`config.mk`:
```
export PLATFORM = sky130hd
export DESIGN_NAME = dds_sweep_ctrl
export DESIGN_NICKNAME = d
export VERILOG_FILES = /design/src/rtl/dds_sweep_ctrl.sv
export SDC_FILE = /design/constraint.sdc
export NUM_CORES = 1
export LEC_CHECK = 0
export BUFFER_PORTS_ARGS = -buffer_cell sky130_fd_sc_hd__buf_2
export CAP_MARGIN = 40
export CORE_MARGIN = 3
export CORE_UTILIZATION = 60
export DETAILED_ROUTE_END_ITERATION = 16
export GPL_TIMING_DRIVEN = 0
export PLACE_DENSITY = 0.86
export SETUP_SLACK_MARGIN = 0.2
export SYNTH_ARGS = -nofsm -noshare
export SYNTH_HDL_FRONTEND = slang
export SYNTH_SLANG_ARGS = --single-unit
```
`constraint.sdc`:
```
create_clock -name clk -period 13 [get_ports clk]
set_clock_uncertainty 0.05 [all_clocks]
set_input_delay 3.9 -clock clk [delete_from_list [all_inputs] [get_ports clk]]
set_output_delay 3.9 -clock clk [all_outputs]
set_load 0.1 [all_outputs]
```
`src/rtl/dds_sweep_ctrl.sv`:
```
// dds_sweep_ctrl: configuration sequencer for cordic_dds. It steps a frequency word from a
// start value to a stop value in fixed increments and holds each tone for a programmable
// number of clocks. On each tone change it issues a one-cycle update strobe with the
// frequency and phase words. It can run a single sweep or repeat the sweep continuously.
//
// Ports
//   clk, rst         clock, synchronous active-high reset
//   start, abort     start pulse (honoured in IDLE only), abort (any active state -> IDLE)
//   cfg_mode         0 = single sweep, 1 = continuous (wrap back to start word)
//   cfg_start_word   first frequency word
//   cfg_stop_word    inclusive upper bound on emitted frequency words
//   cfg_step_word    unsigned increment per step
//   cfg_dwell        clocks per tone (0 behaves as 1)
//   cfg_phase        phase word sent with every strobe
//   busy             sweep in progress
//   done             one-cycle pulse when a single sweep ends
//   dds_cfg_vld      one-cycle update strobe to cordic_dds
//   dds_freq_word    frequency word, held between strobes
//   dds_phase_word   phase word, held between strobes
//   step_idx         index of the current tone (0 = start word), saturating
module dds_sweep_ctrl #(
  parameter int unsigned FREQ_WIDTH  = 32,
  parameter int unsigned PHASE_WIDTH = 32,
  parameter int unsigned DWELL_WIDTH = 16
) (
  input  logic                   clk,
  input  logic                   rst,
  input  logic                   start,
  input  logic                   abort,
  input  logic                   cfg_mode,
  input  logic [FREQ_WIDTH-1:0]  cfg_start_word,
  input  logic [FREQ_WIDTH-1:0]  cfg_stop_word,
  input  logic [FREQ_WIDTH-1:0]  cfg_step_word,
  input  logic [DWELL_WIDTH-1:0] cfg_dwell,
  input  logic [PHASE_WIDTH-1:0] cfg_phase,
  output logic                   busy,
  output logic                   done,
  output logic                   dds_cfg_vld,
  output logic [FREQ_WIDTH-1:0]  dds_freq_word,
  output logic [PHASE_WIDTH-1:0] dds_phase_word,
  output logic [15:0]            step_idx
);

  localparam int unsigned IDX_WIDTH = 16;
  localparam int unsigned SUM_WIDTH = FREQ_WIDTH + 1;

  // EMIT: cycle in which a strobe is visible; DWELL: holding a tone; FINISH: done pulse cycle
  typedef enum logic [1:0] {
    ST_IDLE   = 2'd0,
    ST_EMIT   = 2'd1,
    ST_DWELL  = 2'd2,
    ST_FINISH = 2'd3
  } state_t;

  state_t                 state_q, state_d;

  // Shadow copies of the configuration, captured on an accepted start
  logic [FREQ_WIDTH-1:0]  start_w_q, start_w_d;
  logic [FREQ_WIDTH-1:0]  stop_w_q, stop_w_d;
  logic [FREQ_WIDTH-1:0]  step_w_q, step_w_d;
  logic [DWELL_WIDTH-1:0] dwell_m1_q, dwell_m1_d;
  logic                   mode_q, mode_d;
  logic [PHASE_WIDTH-1:0] phase_w_q, phase_w_d;

  // Clocks remaining before the next tone event
  logic [DWELL_WIDTH-1:0] cnt_q, cnt_d;

  // Registered outputs
  logic                   busy_q, busy_d;
  logic                   done_q, done_d;
  logic                   vld_q, vld_d;
  logic [FREQ_WIDTH-1:0]  freq_q, freq_d;
  logic [PHASE_WIDTH-1:0] phase_q, phase_d;
  logic [IDX_WIDTH-1:0]   idx_q, idx_d;

  logic [SUM_WIDTH-1:0]   sum_c;
  logic                   adv_ok_c;
  logic [DWELL_WIDTH-1:0] cfg_dwell_m1_c;
  logic [IDX_WIDTH-1:0]   idx_inc_c;

  // Next tone word with carry; a carry, an overshoot of stop or a zero step ends the sweep
  always_comb begin
    sum_c    = {1'b0, freq_q} + {1'b0, step_w_q};
    adv_ok_c = !sum_c[FREQ_WIDTH]
               && (sum_c[FREQ_WIDTH-1:0] <= stop_w_q)
               && (step_w_q != '0);
  end

  // Dwell of 0 behaves like 1, so the reload value is clamped at 0
  always_comb begin
    if (cfg_dwell == '0) begin
      cfg_dwell_m1_c = '0;
    end else begin
      cfg_dwell_m1_c = cfg_dwell - DWELL_WIDTH'(1);
    end
  end

  // Saturating tone index
  always_comb begin
    if (idx_q == '1) begin
      idx_inc_c = idx_q;
    end else begin
      idx_inc_c = idx_q + IDX_WIDTH'(1);
    end
  end

  // Next-state and output logic
  always_comb begin
    state_d    = state_q;
    start_w_d  = start_w_q;
    stop_w_d   = stop_w_q;
    step_w_d   = step_w_q;
    dwell_m1_d = dwell_m1_q;
    mode_d     = mode_q;
    phase_w_d  = phase_w_q;
    cnt_d      = cnt_q;
    busy_d     = busy_q;
    done_d     = 1'b0;
    vld_d      = 1'b0;
    freq_d     = freq_q;
    phase_d    = phase_q;
    idx_d      = idx_q;

    unique case (state_q)
      ST_IDLE: begin
        if (start && !abort) begin
          start_w_d  = cfg_start_word;
          stop_w_d   = cfg_stop_word;
          step_w_d   = cfg_step_word;
          dwell_m1_d = cfg_dwell_m1_c;
          mode_d     = cfg_mode;
          phase_w_d  = cfg_phase;
          cnt_d      = cfg_dwell_m1_c;
          busy_d     = 1'b1;
          vld_d      = 1'b1;
          freq_d     = cfg_start_word;
          phase_d    = cfg_phase;
          idx_d      = '0;
          state_d    = ST_EMIT;
        end
      end

      ST_EMIT, ST_DWELL: begin
        if (abort) begin
          // Abort wins over any strobe due on this edge
          busy_d  = 1'b0;
          state_d = ST_IDLE;
        end else if (cnt_q != '0) begin
          cnt_d   = cnt_q - DWELL_WIDTH'(1);
          state_d = ST_DWELL;
        end else if (adv_ok_c) begin
          vld_d   = 1'b1;
          freq_d  = sum_c[FREQ_WIDTH-1:0];
          phase_d = phase_w_q;
          idx_d   = idx_inc_c;
          cnt_d   = dwell_m1_q;
          state_d = ST_EMIT;
        end else if (mode_q) begin
          // Continuous mode wraps to the start word in the slot of the would-be next tone
          vld_d   = 1'b1;
          freq_d  = start_w_q;
          phase_d = phase_w_q;
          idx_d   = '0;
          cnt_d   = dwell_m1_q;
          state_d = ST_EMIT;
        end else begin
          done_d  = 1'b1;
          busy_d  = 1'b0;
          state_d = ST_FINISH;
        end
      end

      ST_FINISH: begin
        state_d = ST_IDLE;
      end

      default: begin
        busy_d  = 1'b0;
        state_d = ST_IDLE;
      end
    endcase
  end

  // State and output registers
  always_ff @(posedge clk) begin
    if (rst) begin
      state_q    <= ST_IDLE;
      start_w_q  <= '0;
      stop_w_q   <= '0;
      step_w_q   <= '0;
      dwell_m1_q <= '0;
      mode_q     <= 1'b0;
      phase_w_q  <= '0;
      cnt_q      <= '0;
      busy_q     <= 1'b0;
      done_q     <= 1'b0;
      vld_q      <= 1'b0;
      freq_q     <= '0;
      phase_q    <= '0;
      idx_q      <= '0;
    end else begin
      state_q    <= state_d;
      start_w_q  <= start_w_d;
      stop_w_q   <= stop_w_d;
      step_w_q   <= step_w_d;
      dwell_m1_q <= dwell_m1_d;
      mode_q     <= mode_d;
      phase_w_q  <= phase_w_d;
      cnt_q      <= cnt_d;
      busy_q     <= busy_d;
      done_q     <= done_d;
      vld_q      <= vld_d;
      freq_q     <= freq_d;
      phase_q    <= phase_d;
      idx_q      <= idx_d;
    end
  end

  assign busy           = busy_q;
  assign done           = done_q;
  assign dds_cfg_vld    = vld_q;
  assign dds_freq_word  = freq_q;
  assign dds_phase_word = phase_q;
  assign step_idx       = idx_q;

endmodule
```
* Word level (Yosys, flattened, before mapping) *
Index checks and enable logic that the tools add are counted.

word-level totals
  register bits after elaboration = 246
  word-level logic and storage cells = 95
  input bits = 149

cells by class
  $lt $le $gt $ge = 1
  mux-type cells = 45
  add/subtract/negate cells = 4
  eq/ne operators = 13
  reduce and logical (&&, ||, !) cells = 17
  bitwise operators = 1

operator list
  kind                                                                   count
  32-bit two-way mux                                                     10
  16-bit two-way mux                                                     12
  32-bit case mux with 2 select lines                                    2
  16-bit case mux with 2 select lines                                    2
  32-bit by 32-bit adder with 33-bit output                              1
  32-bit <= comparator                                                   1
  32-bit nonzero test                                                    1
  16-bit by 1-bit subtractor with 16-bit output (second input constant)  2
  16-bit by 1-bit adder with 16-bit output (second input constant)       1
  16-bit equality test (second input constant)                           1
  16-bit zero test                                                       1
  16-bit nonzero test                                                    1
  3-bit inequality test (second input constant)                          5
  1-bit two-way mux                                                      11
  2-bit two-way mux                                                      5
  5-bit AND reduction                                                    2
  2-bit inequality test (second input constant)                          3
  2-bit case mux with 3 select lines                                     1
  6-bit AND reduction                                                    1
  5-bit OR reduction                                                     1
  2-bit equality test (second input constant)                            2
  4-bit inequality test (second input constant)                          1
  1-bit case mux with 2 select lines                                     2
  4-bit AND reduction                                                    1
  8 further kinds                                                        11

* Logic depth before layout (Yosys ltp) *
Gate-level depths: netlist of the first run.

  word-level depth = 8
  gate-level depth with buffers = 22
  depth with buffers taken out = 20

* Worst setup path after synthesis of the first run *
No wires, ideal clock.

  kind = input -> register
  start point = input cfg_dwell[6]
  end point = register cnt_q[15]
  slack = 6.925 ns
  stages on the path = 8
  path buffers = 0
  data required time = 12.813 ns
  data arrival time = 5.887 ns
  library setup time = 0.137 ns
  cell sequence = or4_1 -> or3_1 -> or3_1 -> nor3_1 -> mux2i_1 -> nor2_1 -> a21oi_1 -> a211oi_1

between the ends
  longest elaborated chain between the ends = 4
  elaborated cells between the ends (all ways) = 5

RTL lines
  what                                                                               RTL line  RTL
  from (decl)                                                                        34        input logic [DWELL_WIDTH-1:0] cfg_dwell,
  16-bit by 1-bit subtractor with 16-bit output or 16-bit zero test (tied branches)  94, 91
  16-bit two-way mux *                                                               91        if (cfg_dwell == '0) begin
  16-bit two-way mux *                                                               126       if (start && !abort) begin
  16-bit case mux with 2 select lines *                                              124       unique case (state_q)
  to (signal assigned)                                                               209       cnt_q <= cnt_d;
  to (decl)                                                                          66        logic [DWELL_WIDTH-1:0] cnt_q, cnt_d;

Mark *: on every way between the ends. The rest lies on a longest branch, timed or not. The select of a mux whose other input is x is not followed.
A chain may end at the register's enable or synchronous reset.

* Worst setup path in the final report of the first run *
  start point = register freq_q[0], in the netlist dds_freq_word[0]
  end point = register cnt_q[4]

between the ends
  longest elaborated chain between the ends = 8
  elaborated cells between the ends (all ways) = 11

RTL lines
  what                                                     RTL line  RTL
  from (decl)                                              72        logic [FREQ_WIDTH-1:0] freq_q, freq_d;
  from (signal assigned)                                   213       freq_q <= freq_d;
  32-bit by 32-bit adder with 33-bit output *              83        sum_c = {1'b0, freq_q} + {1'b0, step_w_q};
  32-bit <= comparator or 1-bit zero test (tied branches)  85, 84
  1-bit logical AND *                                      85        && (sum_c[FREQ_WIDTH-1:0] <= stop_w_q)
  1-bit logical AND *                                      86        && (step_w_q != '0);
  16-bit two-way mux                                       151       end else if (adv_ok_c) begin
  16-bit two-way mux                                       148       end else if (cnt_q != '0) begin
  16-bit two-way mux                                       144       if (abort) begin
  16-bit case mux with 2 select lines                      124

Marked as above.

==> qor.csv, run 1 <==
metric;value;unit
status;complete, no violations;
WP data arrival;6.72;ns
pin count of the biggest net entering global routing;15;
# DRC;0;
post-route worst setup slack;6.68;ns
Synth cell types;66;
minimum clock period;6.32;ns
setup TNS;0;ns
Fill cells;1655;
Final Wtd Congestion;0.992;
non-filler cells, final;2244;
share of post-route cells with drive strength above 1;15.4;%
vias in the first global route;13200;
fmax;158;MHz
first-pass GRT wire length;66.8;mm
Num CTS Buffers;27;
synth warn;0;
footprint of the multi-input gates;7610;um^2
Final Slew Violations;0;
top cells by area, synth;dfxtp_1 (37%), nand2_1 (10%), a21oi_1 (8.8%);
CTS tree;yes;
area share of the largest cell type after synthesis;37.4;%
Power Total;2.61;mW
Die Width;154;um
Nets;2168;
I/O Buffers;230;
CP Class;reg -> reg;
Max Cap Viol;0;
Syn Area/Cell;7.81;um^2
Synth Instances;1688;
vias post-DR;13800;
Crit path required time;13.40;ns
Post-Syn Nets;1908;
post-CTS setup buffers;0;
Peak supply drop;0.125;mV
worst hold slack;0.405;ns
HPWL Detailed;32.1;mm
Synth Register Bits;246;
Final setup viols;0;
post-CTS sizing;0;
Tightest Pin Transition;0.935;ns
Avg WL per Cell;19.2;um
period utilization;48.6;%
Critical Path Fanout Max;10;
final hold vios;0;
area leader, netlist;dfxtp_1;
Routed Antenna Nets;0;
I/O pins;232;
die height;154;um
Global Route Usage Sum;34.2;%
list of most frequent post-synthesis cells;nand2_1 (352), dfxtp_1 (246), a21oi_1 (231);
Worst-path clk slew;0.06;ns
register area;4920;um^2
Overflow after GRT;0;
H-tree levels;1;
Std-Cell Rows;53;
most common cell in the netlist;nand2_1;
Post-CTS Hold Buffers;0;
Area Overhead vs Synth;17.7;%
EDFF count, synth;0;
dpl cell area;14700;um^2
Detailed Route Iter0 Violations;1376;
Most used DFF post-synth;dfxtp_1;
Root Buffer;clkbuf_16;
CTS Sinks;246;
Core Footprint;21300;um^2
Critical Path End Type;flip-flop;
Layout Utilization;72.9;%
die area;23800;um^2
Placement Setup Slack;6.54;ns
clock latency on the worst-skew pair;0.55;ns
Syn Std Cell Area;13200;um^2
Post-synth ARST share;0;%
Power per Cell Area;168;nW/um^2
Initial DRT Pass Iterations;6;
initial antenna violation count;3;
Placed Cells;2194;
register area share after synthesis;37.4;%
routed vias/inst;6.14;
min-delay worst type;reg -> reg;
clk buf depth;3;
startpoint class of the critical path;flip-flop;
Post-Route WL;43.0;mm
Static Leak;6.46;nW
Initial Utilization;61.9;%
fin area;15500;um^2
RSZ-0062 raised after global routing;false;
Worst slew margin;37.7;%
[routing by layer]
layer | part of all wire (%) | vias up | global-route usage [%]
met5 | 0.049 | - | 0
met4 | 5.5 | 4 | 15.8
met3 | 10 | 199 | 6.38
met2 | 46 | 806 | 57.3
met1 | 38 | 6311 | 42.7
li1 | - | 6453 | -
[cell usage in the layout, fill, tap and decap left out, types with 20 or more instances in the layout]
master / instances
mux2i_1: 66
dfxtp_1: 246
a211o_1: 23
nor2_1: 130
clkbuf_16: 27
o21ai_0: 38
inv_1: 50
ha_1: 70
nor3_1: 27
a21oi_1: 231
nand3_1: 20
clkbuf_1: 100
a211oi_1: 55
nand2_1: 352
buf_2: 237
xnor2_1: 29
[cell families (layout without fill, tap and decap cells)]
group	count (synthesis)	in the layout	share of synthesized area (%)
DFF	246	246	37.4
xor gates and xnor gates	48	48	3.19
other	0	2	0
and+or+nand+nor	638	638	20.9
AOI/OAI and AO/OA	453	453	21.5
buffers and inverters	163	442	4.91
adders and majority gates	71	71	6.80
muxes	69	69	5.27
[critical path, cell delays in order, from the launching register on]
cell      delay [ns]
dfxtp_1         0.40
ha_1            0.21
inv_1           0.06
fa_1            0.39
nand2b_1        0.18
a21oi_1         0.27
o21ai_0         0.29
o211ai_1        0.48
a31oi_1         0.26
o31ai_1         0.36
xor2_1          0.16
ha_1            0.32
nand4_1         0.19
nor4_1          0.47
nand3_1         0.14
o21ai_0         0.16
o211ai_1        0.28
clkbuf_1        0.30
a31oi_1         0.32
clkbuf_1        0.54
nor2_1          0.09
a311oi_1        0.29
[state kept, by name (all words and copies together), names as in the netlist]
name and cells:
state_q 2, cnt_q 16, done 1, dds_freq_word 32, phase_w_q 32, start_w_q 32
step_w_q 32, mode_q 1, step_idx 16, dds_phase_word 32, dds_cfg_vld 1, dwell_m1_q 16
stop_w_q 32, busy 1
[final cells by class]
class	instances	area share, %
diodes	2	0.0323
plain buffers	111	2.91
inverters	52	1.26
clock inverters	9	0.444
well taps	275	2.22
multi-input cells	1279	49.0
flip-flops and latches	246	31.8
repair buffers	231	7.49
clock buffers	39	4.84
[worst paths after layout]
check | from | endpoint | slack [ns] | cells after the start
worst max register to register | dds_freq_word[0]$_SDFFE_PP0P_ | cnt_q[4]$_SDFFE_PP0P_ | 6.68 | 21
worst min register to register | phase_w_q[9]$_SDFFE_PP0P_ | phase_w_q[9]$_SDFFE_PP0P_ | 0.40 | 2
worst min-delay path | phase_w_q[9]$_SDFFE_PP0P_ | phase_w_q[9]$_SDFFE_PP0P_ | 0.40 | 2
worst max-delay path | dds_freq_word[0]$_SDFFE_PP0P_ | cnt_q[4]$_SDFFE_PP0P_ | 6.68 | 21
[where the power goes]
group	switching, mW	internal (mW)
logic	0.710	0.290
registers	0.0586	0.825
clock network	0.320	0.403
No activity file was read; power rests on OpenSTA's default activity.
==> run 2: changes to the inputs <==
CORE_UTILIZATION = 57   (was 60)
PLACE_DENSITY = 0.82   (was 0.86)
clock period = 6.1 ns   (was 13 ns; I/O delays follow)
==> run 2 against run 1 <==
  * Die area grew 5.1%
  * Critical path type unchanged
  * Highest routed layer unchanged
  * Sequential share of layout area shrank 0.31 points
  * Global-route usage shrank 1.7 points
  * Clock power grew 120%
  * Sequential power grew 110%
==> qor.csv, run 2 (synthesis results as in run 1) <==
metric;value;unit;change
Routed Antenna Nets;0;;unchanged
fmax;175;MHz;+10%
WP data arrival;6.05;ns;-0.67 ns
Placement Setup Slack;0.112;ns;-6.42 ns
routed vias/inst;6.00;;-2.2%
Tightest Pin Transition;0.984;ns;+0.0492 ns
pin count of the biggest net entering global routing;14;;-1
Crit path required time;6.43;ns;-6.97 ns
die height;158;um;+2.5%
H-tree levels;1;;unchanged
I/O Buffers;230;;unchanged
Root Buffer;clkbuf_16;;
Worst slew margin;34.4;%;-3.3 points
CP Class;reg -> reg;;
Num CTS Buffers;27;;unchanged
Layout Utilization;69.0;%;-3.9 points
Core Footprint;22700;um^2;+6.7%
share of post-route cells with drive strength above 1;16.2;%;+0.82 points
final hold vios;0;;unchanged
Overflow after GRT;0;;unchanged
busiest grt layer;met2;;
min-delay worst type;reg -> reg;;
setup TNS;0;ns;unchanged
vias post-DR;13600;;-1.4%
# DRC;0;;unchanged
non-filler cells, final;2262;;+0.80%
minimum clock period;5.72;ns;-0.594 ns
Nets;2171;;+0.14%
clock latency on the worst-skew pair;0.55;ns;about the same
Die Width;158;um;+2.5%
Avg WL per Cell;18.9;um;-1.2%
CTS Sinks;246;;unchanged
die area;25000;um^2;+5.1%
Max Cap Viol;0;;unchanged
Peak supply drop;0.305;mV;+140%
Std-Cell Rows;55;;+3.8%
vias in the first global route;12800;;-3.0%
first-pass GRT wire length;65.4;mm;-2.1%
status;complete, no violations;;
Power per Cell Area;361;nW/um^2;+110%
Static Leak;6.53;nW;+1.0%
commonest non-fill, non-tap cell in the layout;nand2_1;;
footprint of the multi-input gates;7640;um^2;+0.49%
Area Overhead vs Synth;18.8;%;
Global Route Usage Sum;32.4;%;-1.7 points
Critical Path Fanout Max;10;;unchanged
I/O pins;232;;unchanged
initial antenna violation count;6;;+3
register area;4920;um^2;unchanged
Initial DRT Pass Iterations;6;;unchanged
Placed Cells;2205;;+0.50%
post-route worst setup slack;0.375;ns;-6.31 ns
met3 usage;6.31;%;-0.064 points
Final Slew Violations;0;;unchanged
Critical Path End Type;flip-flop;;
Final Wtd Congestion;0.981;;-1.2%
period utilization;93.8;%;+45 points
met1 usage;41.3;%;-1.4 points
RSZ-0062 raised after global routing;false;;
Post-CTS Hold Buffers;0;;unchanged
CTS tree;yes;;
GR Util met2;53.9;%;-3.4 points
Fill cells;1927;;+16%
Post-Route WL;42.8;mm;-0.39%
startpoint class of the critical path;flip-flop;;
Detailed Route Iter0 Violations;1372;;-0.29%
Initial Utilization;58.0;%;-3.9 points
most frequent cells in the layout;nand2_1 (352), dfxtp_1 (246), buf_2 (237), a21oi_1 (231), nor2_1 (129);;
Final setup viols;0;;unchanged
clk buf depth;3;;unchanged
Worst-path clk slew;0.06;ns;about the same
HPWL Detailed;32.0;mm;-0.22%
worst hold slack;0.405;ns;+0.000446 ns
==> run 2: repair_timing <==
item	CTS	global route
setup buffers	0	2
pin swaps	0	4
gates resized for setup	5	18
gates cloned	0	0
endpoints found under the hold margin	0	0
setup endpoints to repair	38	68
==> run 2: layer usage <==
layer  routed length, um  vias up
met2               20000      698
met1               17000     6277
li1                    -     6478
met3                3980      125
met5                   7        -
met4                1880        2
==> run 2: final timing paths <==
check                           startpoint                              to  slack, ns  cells after the start
max          dds_freq_word[0]$_SDFFE_PP0P_  dds_freq_word[13]$_SDFFE_PP0P_       0.38                     20
min              start_w_q[7]$_SDFFE_PP0P_       start_w_q[7]$_SDFFE_PP0P_       0.41                      2
max reg2reg  dds_freq_word[0]$_SDFFE_PP0P_  dds_freq_word[13]$_SDFFE_PP0P_       0.38                     20
min reg2reg      start_w_q[7]$_SDFFE_PP0P_       start_w_q[7]$_SDFFE_PP0P_       0.41                      2
==> run 2: final cells by class <==
class	instances	share of cell area [%]
multi-input combinational	1279	48.8
sequential	246	31.4
timing repair buffer	234	7.59
clock buffer	41	5.03
buffer	111	2.98
tap	285	2.28
inverter	52	1.25
clock inverter	9	0.535
antenna	5	0.0799
==> run 2: through the flow <==
stage	power, mW	cell area [um^2]
after global placement	3.93	14700
after floorplan	3.44	13200
after global routing	5.87	15700
after CTS	5.59	15600
final	5.65	15700
after detailed placement	3.98	14700
==> run 2: critical path, cell delays in order, from the launching register on <==
cell and delay (ns):
dfxtp_1 0.41, ha_1 0.22, inv_1 0.06, fa_1 0.39, nand2b_1 0.18, a21oi_1 0.27
o21ai_1 0.22, o211ai_1 0.20, buf_4 0.17, xor2_2 0.09, ha_1 0.33, nand4_1 0.14
nor3_1 0.57, a21boi_0 0.42, or4b_2 0.26, a31oi_1 0.13, o211a_1 0.20, o31ai_4 0.44
clkbuf_1 0.56, a211o_1 0.18, a21oi_1 0.06
==> run 2: where the power goes <==
part           total (mW)  internal, mW  switching (mW)
clock network        1.61         0.935           0.678
registers            1.88          1.76           0.127
logic                2.16         0.634            1.52
total                5.65          3.33            2.33
==> run 3: changes to the inputs <==
MAX_ROUTING_LAYER = met4   (was not set)
==> run 3 against run 2 <==
  * Routed wire length rose by 0.12%
  * Hold slack got worse by 0.0037 ns
  * Critical endpoint is now step_idx[5]$_SDFFE_PP0P_
  * Setup slack improved by 0.056 ns
  * Die area did not move
  * Sequential cell count did not move
  * Non-clock buffer count did not move
  * Global-route usage rose by 1.4 points
  * Register-to-register slack improved by 0.06 ns
  * Combinational power barely moved
  * Via count rose by 0.18%
==> qor.csv, run 3 (synthesis results as in run 1) <==
metric;value;unit;change
status;complete, no violations;;
setup TNS;0;ns;unchanged
Worst slew margin;38.8;%;+4.4 points
# DRC;0;;unchanged
worst r2r dst;step_idx[5]$_SDFFE_PP0P_;;
I/O Buffers;230;;unchanged
period utilization;92.9;%;-0.92 points
Clk network pwr share;28.5;%;about the same
Hold Path End;start_w_q[26]$_SDFFE_PP0P_;;
die height;158;um;unchanged
hold_sp;start_w_q[26]$_SDFFE_PP0P_;;
HPWL Detailed;32.4;mm;+1.4%
Initial Utilization;58.0;%;unchanged
Std-Cell Rows;55;;unchanged
Final setup viols;0;;unchanged
Crit path required time;6.47;ns;+0.04 ns
Critical Path Fanout Max;10;;unchanged
Internal;3.33;mW;+0.26%
H-tree levels;1;;unchanged
Initial DRT Pass Iterations;8;;+2
Static Leak;6.53;nW;about the same
min-delay worst type;reg -> reg;;
Num CTS Buffers;26;;-3.7%
commonest non-fill, non-tap cell in the layout;nand2_1;;
WP data arrival;6.04;ns;about the same
Power per Cell Area;361;nW/um^2;about the same
Max Cap Viol;0;;unchanged
Fill cells;1903;;-1.2%
R2R depth;21;;+5.0%
fmax;176;MHz;+0.99%
Global Route Usage Sum;33.8;%;+1.4 points
I/O pins;232;;unchanged
clk buf depth;3;;unchanged
hold path cells;2;;unchanged
Tightest Pin Transition;0.919;ns;-0.0657 ns
minimum clock period;5.67;ns;-0.0559 ns
Placement Setup Slack;-0.00617;ns;-0.118 ns
Sw Ratio;40.9;%;-0.23 points
CP Class;reg -> reg;;
startpoint class of the critical path;flip-flop;;
Overflow after GRT;0;;unchanged
Area Overhead vs Synth;18.8;%;about the same
Avg WL per Cell;19.0;um;+0.30%
Critical Path End Type;flip-flop;;
final hold vios;0;;unchanged
sequential share of power;33.4;%;about the same
CTS Sinks;246;;unchanged
initial antenna violation count;6;;unchanged
Final Slew Violations;0;;unchanged
Final Wtd Congestion;0.996;;+1.6%
Layout Utilization;68.9;%;about the same
setup slack, reg-to-reg;0.43;ns;+0.06 ns
Detailed Route Iter0 Violations;1295;;-5.6%
clock latency on the worst-skew pair;0.55;ns;about the same
worst hold slack;0.401;ns;-0.00370 ns
footprint of the multi-input gates;7650;um^2;about the same
Core Footprint;22700;um^2;unchanged
CTS tree;yes;;
Peak supply drop;0.269;mV;-12%
vias post-DR;13600;;+0.18%
Die Width;158;um;unchanged
pin count of the biggest net entering global routing;15;;+1
sw power;2.31;mW;-0.70%
share of post-route cells with drive strength above 1;16.3;%;+0.092 points
routed vias/inst;6.02;;+0.35%
Routed Antenna Nets;0;;unchanged
register area;4920;um^2;unchanged
Root Buffer;clkbuf_16;;
Nets;2170;;-0.046%
post-route worst setup slack;0.431;ns;+0.0559 ns
RSZ-0062 raised after global routing;false;;
origin of the critical flop-to-flop path;dds_freq_word[0]$_SDFFE_PP0P_;;
most frequent cells in the layout;nand2_1 (352), dfxtp_1 (246), buf_2 (235), a21oi_1 (230), nor2_1 (129);;
die area;25000;um^2;unchanged
first-pass GRT wire length;65.6;mm;+0.40%
Worst-path clk slew;0.06;ns;about the same
Post-Route WL;42.9;mm;+0.12%
combinational group share of total power;38.1;%;about the same
vias in the first global route;12600;;-1.3%
[run 3: final cells by class]
type | instances | area share, %
Timing Repair Buffer | 234 | 7.57
Buffer | 111 | 3.02
Tap cell | 285 | 2.28
Multi-Input combinational cell | 1279 | 48.9
Clock buffer | 34 | 4.54
Inverter | 52 | 1.25
Clock inverter | 11 | 0.919
Sequential cell | 246 | 31.5
Antenna cell | 6 | 0.0959
[run 3: how the worst max path moves through the flow]
stage	from	end	slack, ns	cells after the start
6_report	dds_freq_word[0]$_SDFFE_PP0P_	step_idx[5]$_SDFFE_PP0P_	0.43	21
5_1_grt	step_w_q[0]$_SDFFE_PP0P_	cnt_q[11]$_SDFFE_PP0P_	0.16	21
4_1_cts	dds_freq_word[0]$_SDFFE_PP0P_	dds_freq_word[8]$_SDFFE_PP0P_	0.20	19
3_5_place_dp	dds_freq_word[0]$_SDFFE_PP0P_	dds_freq_word[4]$_SDFFE_PP0P_	-0.006	19
3_3_place_gp	dds_freq_word[0]$_SDFFE_PP0P_	dds_freq_word[4]$_SDFFE_PP0P_	0.01	19
2_1_floorplan	dds_freq_word[0]$_SDFFE_PP0P_	step_idx[12]$_SDFFE_PP0P_	0.71	20
[run 3: critical path, stage by stage, from the launching register on]
cell,delay [ns]
dfxtp_1,0.40
ha_1,0.22
inv_1,0.06
fa_1,0.40
nand2b_1,0.19
a21oi_2,0.22
o21ai_1,0.18
o211ai_1,0.28
buf_4,0.17
xor2_2,0.20
ha_1,0.29
nand4_1,0.13
nor3_1,0.14
a21boi_0,0.20
or4b_2,0.73
a31oi_1,0.23
o211ai_1,0.26
buf_4,0.22
nand2b_1,0.23
o21ai_2,0.16
buf_2,0.21
a221o_1,0.36
[run 3: through the flow]
step                      power (mW)  std cells  cell area [um^2]
after floorplan                 3.44       1688             13200
after global placement          3.94       2203             14700
after detailed placement        3.98       2204             14700
after CTS                       5.58       2250             15600
after global routing            5.87       2258             15700
final                           5.64       2258             15700
[run 3: metal layers]
metal / part of all wire [%] / global-route usage, % / routed length (um)
met4: 4.3 / 13.5 / 1840
met5: 0 / - / 0
met2: 47 / 55.4 / 20200
met3: 8.6 / 4.29 / 3700
met1: 40 / 42.6 / 17100
[run 3: power groups by stage]
stage,clock network (mW),registers [mW],logic (mW)
finish,1.61,1.88,2.15
global route,1.68,1.90,2.29
CTS,1.62,1.88,2.09
detailed placement,0,1.91,2.07
global placement,0,1.91,2.03
floorplan,0,2.36,1.08
[run 3: what timing repair did]
item                                    in CTS  in global routing
endpoints found under the setup margin      41                 71
buffers inserted                             1                  2
hold buffers                                 0                  0
pin swaps                                    1                  1
gates resized for setup                      5                 23
